===== src/rtl/sdram_arb_pkg.sv =====
// Shared definitions for the SDRAM port arbiter: default bus widths and
// FSM state encoding.
package sdram_arb_pkg;

    localparam int ADDR_W_DEF = 27;
    localparam int DATA_W_DEF = 32;

    localparam logic [1:0] ST_WAIT_INIT = 2'd0;
    localparam logic [1:0] ST_IDLE      = 2'd1;
    localparam logic [1:0] ST_ISSUE     = 2'd2;
    localparam logic [1:0] ST_WAIT_ACK  = 2'd3;

endpackage


===== src/rtl/sdram_port_arbiter_if.sv =====
// Requester and controller-side signal bundle for sdram_port_arbiter.
// The slave modport is the arbiter's view; master is the surrounding system.
interface sdram_port_arbiter_if
    import sdram_arb_pkg::*;
#(
    parameter int ADDR_W = ADDR_W_DEF,
    parameter int DATA_W = DATA_W_DEF
) ();
    logic              i_p0_req;
    logic              i_p0_rwn;
    logic [ADDR_W-1:0] i_p0_addr;
    logic [DATA_W-1:0] i_p0_wdata;
    logic              o_p0_ack;
    logic [DATA_W-1:0] o_p0_rdata;
    logic              o_p0_err;

    logic              i_p1_req;
    logic              i_p1_rwn;
    logic [ADDR_W-1:0] i_p1_addr;
    logic [DATA_W-1:0] i_p1_wdata;
    logic              o_p1_ack;
    logic [DATA_W-1:0] o_p1_rdata;
    logic              o_p1_err;

    logic              i_ctrl_init_done;
    logic              i_ctrl_busy;
    logic              i_ctrl_ack;
    logic [DATA_W-1:0] i_ctrl_rdata;
    logic              o_ctrl_advn;
    logic              o_ctrl_rwn;
    logic [ADDR_W-1:0] o_ctrl_addr;
    logic [DATA_W-1:0] o_ctrl_wdata;
    logic              o_busy;

    modport slave (
        input  i_p0_req, i_p0_rwn, i_p0_addr, i_p0_wdata,
        output o_p0_ack, o_p0_rdata, o_p0_err,
        input  i_p1_req, i_p1_rwn, i_p1_addr, i_p1_wdata,
        output o_p1_ack, o_p1_rdata, o_p1_err,
        input  i_ctrl_init_done, i_ctrl_busy, i_ctrl_ack, i_ctrl_rdata,
        output o_ctrl_advn, o_ctrl_rwn, o_ctrl_addr, o_ctrl_wdata, o_busy
    );

    modport master (
        output i_p0_req, i_p0_rwn, i_p0_addr, i_p0_wdata,
        input  o_p0_ack, o_p0_rdata, o_p0_err,
        output i_p1_req, i_p1_rwn, i_p1_addr, i_p1_wdata,
        input  o_p1_ack, o_p1_rdata, o_p1_err,
        output i_ctrl_init_done, i_ctrl_busy, i_ctrl_ack, i_ctrl_rdata,
        input  o_ctrl_advn, o_ctrl_rwn, o_ctrl_addr, o_ctrl_wdata, o_busy
    );
endinterface


===== src/rtl/rr_arb2.sv =====
// Combinational two-way round-robin pick. With both ports requesting the
// port that did not win last time is chosen.
module rr_arb2 (
    input  logic [1:0] i_req,
    input  logic       i_last_grant,
    output logic       o_valid,
    output logic       o_grant
);
    // Select the winning port from the request vector and the previous winner
    always_comb begin
        o_valid = |i_req;
        o_grant = 1'b0;
        case (i_req)
            2'b01:   o_grant = 1'b0;
            2'b10:   o_grant = 1'b1;
            2'b11:   o_grant = ~i_last_grant;
            default: o_grant = 1'b0;
        endcase
    end
endmodule


===== src/rtl/sdram_port_arbiter.sv =====
// Two-port round-robin arbiter/sequencer in front of the SDRAM controller.
// Serialises single-word transactions, issues the active-low advance strobe
// and returns ack/read data to the granted port.
// Optional watchdog on the controller ack: define SDRAM_ARB_TIMEOUT_EN.
module sdram_port_arbiter
    import sdram_arb_pkg::*;
#(
    parameter int ADDR_W      = ADDR_W_DEF,
    parameter int DATA_W      = DATA_W_DEF,
    parameter int TIMEOUT_CYC = 1024
) (
    input  logic                 i_clk,
    input  logic                 i_rst,
    sdram_port_arbiter_if.slave  io_bus
);
    logic [1:0]        r_state;
    logic              r_grant;
    logic              r_last_grant;
    logic              r_ctrl_advn;
    logic              r_ctrl_rwn;
    logic [ADDR_W-1:0] r_ctrl_addr;
    logic [DATA_W-1:0] r_ctrl_wdata;
    logic              r_p0_ack;
    logic              r_p1_ack;
    logic [DATA_W-1:0] r_p0_rdata;
    logic [DATA_W-1:0] r_p1_rdata;

    logic [1:0]        w_req;
    logic              w_any;
    logic              w_grant;
    logic              w_timeout;

    // A port whose ack is on the bus this cycle is not re-served until the next cycle,
    // so a waiting peer always gets its turn.
    assign w_req = {io_bus.i_p1_req & ~r_p1_ack, io_bus.i_p0_req & ~r_p0_ack};

    rr_arb2 u_rr_arb2 (
        .i_req        (w_req),
        .i_last_grant (r_last_grant),
        .o_valid      (w_any),
        .o_grant      (w_grant)
    );

`ifdef SDRAM_ARB_TIMEOUT_EN
    localparam int CNT_W = (TIMEOUT_CYC > 1) ? $clog2(TIMEOUT_CYC) : 1;
    logic [CNT_W-1:0] r_wd_cnt;
    logic             r_p0_err;
    logic             r_p1_err;

    assign w_timeout = (r_wd_cnt == CNT_W'(TIMEOUT_CYC - 1));

    // Watchdog: counts clocks spent in WAIT_ACK, cleared whenever elsewhere
    always_ff @(posedge i_clk or posedge i_rst) begin
        if (i_rst) begin
            r_wd_cnt <= '0;
        end else if (r_state != ST_WAIT_ACK) begin
            r_wd_cnt <= '0;
        end else begin
            r_wd_cnt <= r_wd_cnt + 1'b1;
        end
    end

    // Error pulse accompanies the ack when the watchdog expires first
    always_ff @(posedge i_clk or posedge i_rst) begin
        if (i_rst) begin
            r_p0_err <= 1'b0;
            r_p1_err <= 1'b0;
        end else begin
            r_p0_err <= io_bus.i_ctrl_init_done && (r_state == ST_WAIT_ACK) &&
                        !io_bus.i_ctrl_ack && w_timeout && !r_grant;
            r_p1_err <= io_bus.i_ctrl_init_done && (r_state == ST_WAIT_ACK) &&
                        !io_bus.i_ctrl_ack && w_timeout && r_grant;
        end
    end

    assign io_bus.o_p0_err = r_p0_err;
    assign io_bus.o_p1_err = r_p1_err;
`else
    assign w_timeout       = 1'b0;
    assign io_bus.o_p0_err = 1'b0;
    assign io_bus.o_p1_err = 1'b0;
`endif

    // Main sequencer: init hold, arbitration, strobe issue and completion routing
    always_ff @(posedge i_clk or posedge i_rst) begin
        if (i_rst) begin
            r_state      <= ST_WAIT_INIT;
            r_grant      <= 1'b0;
            r_last_grant <= 1'b1;
            r_ctrl_advn  <= 1'b1;
            r_ctrl_rwn   <= 1'b1;
            r_ctrl_addr  <= '0;
            r_ctrl_wdata <= '0;
            r_p0_ack     <= 1'b0;
            r_p1_ack     <= 1'b0;
            r_p0_rdata   <= '0;
            r_p1_rdata   <= '0;
        end else begin
            r_ctrl_advn <= 1'b1;
            r_p0_ack    <= 1'b0;
            r_p1_ack    <= 1'b0;
            if (!io_bus.i_ctrl_init_done) begin
                // Controller lost init: anything in flight is abandoned silently
                r_state <= ST_WAIT_INIT;
            end else begin
                case (r_state)
                    ST_WAIT_INIT: r_state <= ST_IDLE;
                    ST_IDLE: begin
                        if (w_any) begin
                            r_grant      <= w_grant;
                            r_last_grant <= w_grant;
                            r_ctrl_rwn   <= w_grant ? io_bus.i_p1_rwn   : io_bus.i_p0_rwn;
                            r_ctrl_addr  <= w_grant ? io_bus.i_p1_addr  : io_bus.i_p0_addr;
                            r_ctrl_wdata <= w_grant ? io_bus.i_p1_wdata : io_bus.i_p0_wdata;
                            r_state      <= ST_ISSUE;
                        end else begin
                            r_state <= ST_IDLE;
                        end
                    end
                    ST_ISSUE: begin
                        if (!io_bus.i_ctrl_busy) begin
                            r_ctrl_advn <= 1'b0;
                            r_state     <= ST_WAIT_ACK;
                        end else begin
                            r_state <= ST_ISSUE;
                        end
                    end
                    ST_WAIT_ACK: begin
                        if (io_bus.i_ctrl_ack) begin
                            if (r_ctrl_rwn) begin
                                if (r_grant) begin
                                    r_p1_rdata <= io_bus.i_ctrl_rdata;
                                end else begin
                                    r_p0_rdata <= io_bus.i_ctrl_rdata;
                                end
                            end
                            r_p0_ack <= ~r_grant;
                            r_p1_ack <= r_grant;
                            r_state  <= ST_IDLE;
                        end else if (w_timeout) begin
                            r_p0_ack <= ~r_grant;
                            r_p1_ack <= r_grant;
                            r_state  <= ST_IDLE;
                        end else begin
                            r_state <= ST_WAIT_ACK;
                        end
                    end
                    default: r_state <= ST_WAIT_INIT;
                endcase
            end
        end
    end

    assign io_bus.o_ctrl_advn  = r_ctrl_advn;
    assign io_bus.o_ctrl_rwn   = r_ctrl_rwn;
    assign io_bus.o_ctrl_addr  = r_ctrl_addr;
    assign io_bus.o_ctrl_wdata = r_ctrl_wdata;
    assign io_bus.o_p0_ack     = r_p0_ack;
    assign io_bus.o_p1_ack     = r_p1_ack;
    assign io_bus.o_p0_rdata   = r_p0_rdata;
    assign io_bus.o_p1_rdata   = r_p1_rdata;
    assign io_bus.o_busy       = (r_state != ST_IDLE);
endmodule


===== src/flat_wrapper.sv =====
// flat-port wrapper written by rule: the top's interface ports become plain ports
module sdram_port_arbiter_flat import sdram_arb_pkg::*;
#(
    parameter int ADDR_W      = ADDR_W_DEF,
    parameter int DATA_W      = DATA_W_DEF,
    parameter int TIMEOUT_CYC = 1024
)
  (i_clk, i_rst, io_bus_i_p0_req, io_bus_i_p0_rwn, io_bus_i_p0_addr, io_bus_i_p0_wdata, io_bus_o_p0_ack, io_bus_o_p0_rdata, io_bus_o_p0_err, io_bus_i_p1_req, io_bus_i_p1_rwn, io_bus_i_p1_addr, io_bus_i_p1_wdata, io_bus_o_p1_ack, io_bus_o_p1_rdata, io_bus_o_p1_err, io_bus_i_ctrl_init_done, io_bus_i_ctrl_busy, io_bus_i_ctrl_ack, io_bus_i_ctrl_rdata, io_bus_o_ctrl_advn, io_bus_o_ctrl_rwn, io_bus_o_ctrl_addr, io_bus_o_ctrl_wdata, io_bus_o_busy);
  sdram_port_arbiter_if #(.ADDR_W(ADDR_W), .DATA_W(DATA_W)) io_bus_i ();
  input  logic i_clk;
  input  logic i_rst;
  input wire logic [$bits(io_bus_i.i_p0_req)-1:0] io_bus_i_p0_req;
  input wire logic [$bits(io_bus_i.i_p0_rwn)-1:0] io_bus_i_p0_rwn;
  input wire logic [$bits(io_bus_i.i_p0_addr)-1:0] io_bus_i_p0_addr;
  input wire logic [$bits(io_bus_i.i_p0_wdata)-1:0] io_bus_i_p0_wdata;
  output wire logic [$bits(io_bus_i.o_p0_ack)-1:0] io_bus_o_p0_ack;
  output wire logic [$bits(io_bus_i.o_p0_rdata)-1:0] io_bus_o_p0_rdata;
  output wire logic [$bits(io_bus_i.o_p0_err)-1:0] io_bus_o_p0_err;
  input wire logic [$bits(io_bus_i.i_p1_req)-1:0] io_bus_i_p1_req;
  input wire logic [$bits(io_bus_i.i_p1_rwn)-1:0] io_bus_i_p1_rwn;
  input wire logic [$bits(io_bus_i.i_p1_addr)-1:0] io_bus_i_p1_addr;
  input wire logic [$bits(io_bus_i.i_p1_wdata)-1:0] io_bus_i_p1_wdata;
  output wire logic [$bits(io_bus_i.o_p1_ack)-1:0] io_bus_o_p1_ack;
  output wire logic [$bits(io_bus_i.o_p1_rdata)-1:0] io_bus_o_p1_rdata;
  output wire logic [$bits(io_bus_i.o_p1_err)-1:0] io_bus_o_p1_err;
  input wire logic [$bits(io_bus_i.i_ctrl_init_done)-1:0] io_bus_i_ctrl_init_done;
  input wire logic [$bits(io_bus_i.i_ctrl_busy)-1:0] io_bus_i_ctrl_busy;
  input wire logic [$bits(io_bus_i.i_ctrl_ack)-1:0] io_bus_i_ctrl_ack;
  input wire logic [$bits(io_bus_i.i_ctrl_rdata)-1:0] io_bus_i_ctrl_rdata;
  output wire logic [$bits(io_bus_i.o_ctrl_advn)-1:0] io_bus_o_ctrl_advn;
  output wire logic [$bits(io_bus_i.o_ctrl_rwn)-1:0] io_bus_o_ctrl_rwn;
  output wire logic [$bits(io_bus_i.o_ctrl_addr)-1:0] io_bus_o_ctrl_addr;
  output wire logic [$bits(io_bus_i.o_ctrl_wdata)-1:0] io_bus_o_ctrl_wdata;
  output wire logic [$bits(io_bus_i.o_busy)-1:0] io_bus_o_busy;
  assign io_bus_i.i_p0_req = io_bus_i_p0_req;
  assign io_bus_i.i_p0_rwn = io_bus_i_p0_rwn;
  assign io_bus_i.i_p0_addr = io_bus_i_p0_addr;
  assign io_bus_i.i_p0_wdata = io_bus_i_p0_wdata;
  assign io_bus_o_p0_ack = io_bus_i.o_p0_ack;
  assign io_bus_o_p0_rdata = io_bus_i.o_p0_rdata;
  assign io_bus_o_p0_err = io_bus_i.o_p0_err;
  assign io_bus_i.i_p1_req = io_bus_i_p1_req;
  assign io_bus_i.i_p1_rwn = io_bus_i_p1_rwn;
  assign io_bus_i.i_p1_addr = io_bus_i_p1_addr;
  assign io_bus_i.i_p1_wdata = io_bus_i_p1_wdata;
  assign io_bus_o_p1_ack = io_bus_i.o_p1_ack;
  assign io_bus_o_p1_rdata = io_bus_i.o_p1_rdata;
  assign io_bus_o_p1_err = io_bus_i.o_p1_err;
  assign io_bus_i.i_ctrl_init_done = io_bus_i_ctrl_init_done;
  assign io_bus_i.i_ctrl_busy = io_bus_i_ctrl_busy;
  assign io_bus_i.i_ctrl_ack = io_bus_i_ctrl_ack;
  assign io_bus_i.i_ctrl_rdata = io_bus_i_ctrl_rdata;
  assign io_bus_o_ctrl_advn = io_bus_i.o_ctrl_advn;
  assign io_bus_o_ctrl_rwn = io_bus_i.o_ctrl_rwn;
  assign io_bus_o_ctrl_addr = io_bus_i.o_ctrl_addr;
  assign io_bus_o_ctrl_wdata = io_bus_i.o_ctrl_wdata;
  assign io_bus_o_busy = io_bus_i.o_busy;
  sdram_port_arbiter #(.ADDR_W(ADDR_W), .DATA_W(DATA_W), .TIMEOUT_CYC(TIMEOUT_CYC)) u_core (.i_clk(i_clk), .i_rst(i_rst), .io_bus(io_bus_i));
endmodule

===== config.mk =====
export PLATFORM = sky130hd
export DESIGN_NAME = sdram_port_arbiter_flat
export DESIGN_NICKNAME = d
export VERILOG_FILES = /design/src/rtl/sdram_arb_pkg.sv /design/src/rtl/sdram_port_arbiter_if.sv /design/src/rtl/rr_arb2.sv /design/src/rtl/sdram_port_arbiter.sv /design/src/flat_wrapper.sv
export SDC_FILE = /design/constraint.sdc
export NUM_CORES = 1
export LEC_CHECK = 0
export BUFFER_PORTS_ARGS = -buffer_cell sky130_fd_sc_hd__buf_2
export CAP_MARGIN = 25
export CORE_MARGIN = 5
export CORE_UTILIZATION = 40
export CTS_CLUSTER_SIZE = 16
export DETAILED_ROUTE_END_ITERATION = 7
export PLACE_DENSITY = 0.83
export SETUP_SLACK_MARGIN = 0.5
export SKIP_LAST_GASP = 1
export SYNTH_ARGS = -nofsm -noshare
export SYNTH_HDL_FRONTEND = slang
export SYNTH_SLANG_ARGS = --single-unit

===== constraint.sdc =====
create_clock -name i_clk -period 4.9 [get_ports i_clk]
set_input_delay 0 -clock i_clk [delete_from_list [all_inputs] [get_ports i_clk]]
set_output_delay 0 -clock i_clk [all_outputs]
set_load 0.05 [all_outputs]

==> out/qor.csv <==
metric,value,unit
path_class,flop to flop,
worstSetupStartpointType,flop,
crit_path_max_fanout,60,
fin_nets,1033,
path_clk_slew,60,ps
reg2reg_depth,6,
die-area,0.01619,mm²
clock_sinks,131,
fin_setup_tns,0,ps
gp_congestion,0.8008,
synthAdderAreaFrac,0,%
r2r-start,u_core.io_bus.o_p1_ack,
path_buf_inv,2,
finalMaxSlewViolations,0,
cp_cell_sequence,"and2b_1, a21boi_4, buf_4, mux2i_1, dlygate4sd3_1, o21ai_0",
die_y,127.2,µm
dp_hpwl,10800,µm
crit_path_start,u_core.io_bus.o_p1_ack,
grt_pass1_wl,29530,µm
drtPass1Iterations,4,
critical_path_depth,6,
num_io_pins,289,
numPortBuffers,286,
cts_max_level,4,
synth-simple-area-share,5.782,%
cellPowerDensity,469.9,mW/mm²
synth.avg_cell_area,12.72,µm²
finalSetupViolations,0,
antenna_found_initial,1,
core,0.01335,mm²
synth_seq_cells,131,
yosysSeqAreaShare,59.71,%
cts_made_buffers,17,
tightest_slew,1062,ps
p_leak,5.007,nW
dpl_cell_area,0.006994,mm²
synth_compound_area_share,6.305,%
grt_use_total,23.35,%
peakVddDrop,0.2586,mV
clock_path_buffers,2,
crit_arrival,3150,ps
yosysUniqueCellTypes,25,
cts_tree,yes,
area_delta_synth_final,67.70,%
initial_core_util,41.18,%
crit_slowest_cell,buf_4,
synth_mux_area_share,24.04,%
final_util,69.06,%
hold_viol,0,
hp-class,input port to asynchronous set/reset pin,
cp.required,5180,ps
fmax,348.1,MHz
final_area,0.009218,mm²
vias,5168,
finClkSkew,7.920,ps
max_cap_violations,0,
drive_gt1_share,37.77,%
routed_wl,18670,µm
grt_max_degree,125,
rsz0062_at_grt,no,
drt-initial-drc-count,229,
synth_area,0.005497,mm²
r2r_end,u_core.io_bus.o_ctrl_addr[1],
drc,0,
netlist_instances,432,
grt_pass1_vias,5645,
hold_ws,71.10,ps
die_w,127.2,µm
viasPerCell,4.857,
end_kind,flop,
synth_xor_area_share,0,%
r2r_setup_slack,2030,ps
cts_resized,0,
routedWlPerCell,17.54,µm
crit_path_max_incr_delay,760,ps
synth_top_family_by_area,multiplexers,
clock-root-buffer,clkbuf_16,
final_antenna_net_count,0,
relSlewSlack,29.23,%
cpLargestDelayFamily,buffers and inverters,
overflow,0,
synth_warnings,0,
final.min_clock_period,2873,ps
cts_setup_buffers,0,
num_rows,42,
status,completed,
min_period_over_period,58.63,%
clk_latency,410,ps
==> synth_stat cells (all sizes together) <==
cell      n  area, µm²
a21boi    2      18.77
and2      1      6.260
and2b     1      7.510
and3      1      6.260
buf      23      191.4
clkbuf    6      22.52
conb      1      3.750
dfrtp   128       3203
dfstp     3      78.83
inv       3      11.26
mux2     64      720.7
mux2i    60      600.6
nand2    68      255.2
nand3b    1      7.510
nand4     1      6.260
nor2      2      10.01
nor2b     3      18.77
o211ai    1      12.51
o21ai    63      315.3
==> timing repair <==
| item | 4_1_cts | 5_1_grt |
|---|---|---|
| hold endpoints to repair | 205 | 0 |
| endpoints found under the setup margin | 0 | 0 |
| hold buffers | 158 | 0 |
==> worst register-to-register path: cells and delay by family (launching register included) <==
family                 cells  cell delay [ps]
buffers and inverters      2             1360
flip-flops                 1              360
multiplexers               1              280
AO/OA/AOI/OAI              2              470
AND/OR/NAND/NOR            1              280
==> power by group <==
| part | switching, mW | total, mW | internal (mW) |
|---|---|---|---|
| Combinational | 1.18 | 1.65 | 0.463 |
| Sequential | 0.134 | 1.45 | 1.32 |
| Clock | 0.481 | 1.24 | 0.756 |
| Total | 1.80 | 4.33 | 2.54 |
==> registers in the layout (all words and copies together) (netlist names) <==
signal / cells
u_core.io_bus.o_ctrl_advn: 1
u_core.io_bus.o_p0_rdata: 32
u_core.io_bus.o_ctrl_wdata: 32
u_core.r_grant: 1
u_core.io_bus.o_p0_ack: 1
u_core.io_bus.o_p1_ack: 1
u_core.io_bus.o_p1_rdata: 32
u_core.io_bus.o_ctrl_addr: 27
u_core.r_last_grant: 1
u_core.r_state: 2
u_core.io_bus.o_ctrl_rwn: 1
==> routing by layer <==
layer	wire, µm	track usage (%)	part of all wire, %
met5	0	0	0
met3	1768	7.513	9.5
met1	6954	26.77	37
met4	684	11.04	3.7
met2	9258	39.66	50
==> cell type report <==
| cell class | instances | area [µm²] |
|---|---|---|
| clock buffer | 18 | 429.2 |
| inverter | 3 | 13.76 |
| multi-input combinational | 270 | 2009 |
| sequential | 131 | 3282 |
| tap | 176 | 220.2 |
| timing repair buffer | 451 | 3105 |
| antenna | 1 | 2.502 |
| fill | 894 | 4130 |
| clock inverter | 14 | 155.1 |
==> stage by stage <==
step	std cells	setup WS [ps]	power, mW
after floorplan	433	1407	2.531
after global placement	871	2725	2.897
after detailed placement	871	2678	2.928
after CTS	1061	2161	4.308
after global routing	1064	1922	4.515
final	1064	2027	4.332
==> cell usage in the layout (no fill, tap or decap) <==
cell type      count
buf_2            286
dlygate4sd3_1    158
dfrtp_1          128
nand2_1           68
mux2i_1           60
mux2_1            60
o21ai_0           48
clkbuf_16         17
o21ai_1           15
clkinv_4           5
buf_4              5
mux2_2             4
nor2b_1            3
clkinv_2           3
dfstp_2            3
inv_1              2
conb_1             2
bufinv_16          2
inv_6              2
buf_16             2
diode_2            1
and2b_1            1
o211ai_4           1
a21boi_4           1
nand4_1            1
nor2_2             1
nor2_1             1
and2_1             1
and3_1             1
a21boi_0           1
nand3b_1           1
inv_4              1
clkinvlp_4         1
clkbuf_1           1
inv_8              1
==> worst max path at each step <==
stage,slack [ps],to
6_report,2030,u_core.io_bus.o_ctrl_addr[1]
5_1_grt,1920,u_core.io_bus.o_ctrl_wdata[15]
4_1_cts,2160,u_core.io_bus.o_ctrl_wdata[10]
3_5_place_dp,2680,u_core.io_bus.o_ctrl_wdata[30]
3_3_place_gp,2720,u_core.io_bus.o_ctrl_wdata[30]
2_1_floorplan,1410,u_core.io_bus.o_ctrl_addr[0]
==> kinds of logic (layout without fill, tap and decap cells) <==
kind of cell,after synthesis,count (layout)
compound gates,66,66
buf+inv,32,486
flops,131,131
mux,124,124
other cells,1,3
simple gates,78,78
Power figures use the tool's default switching activity.
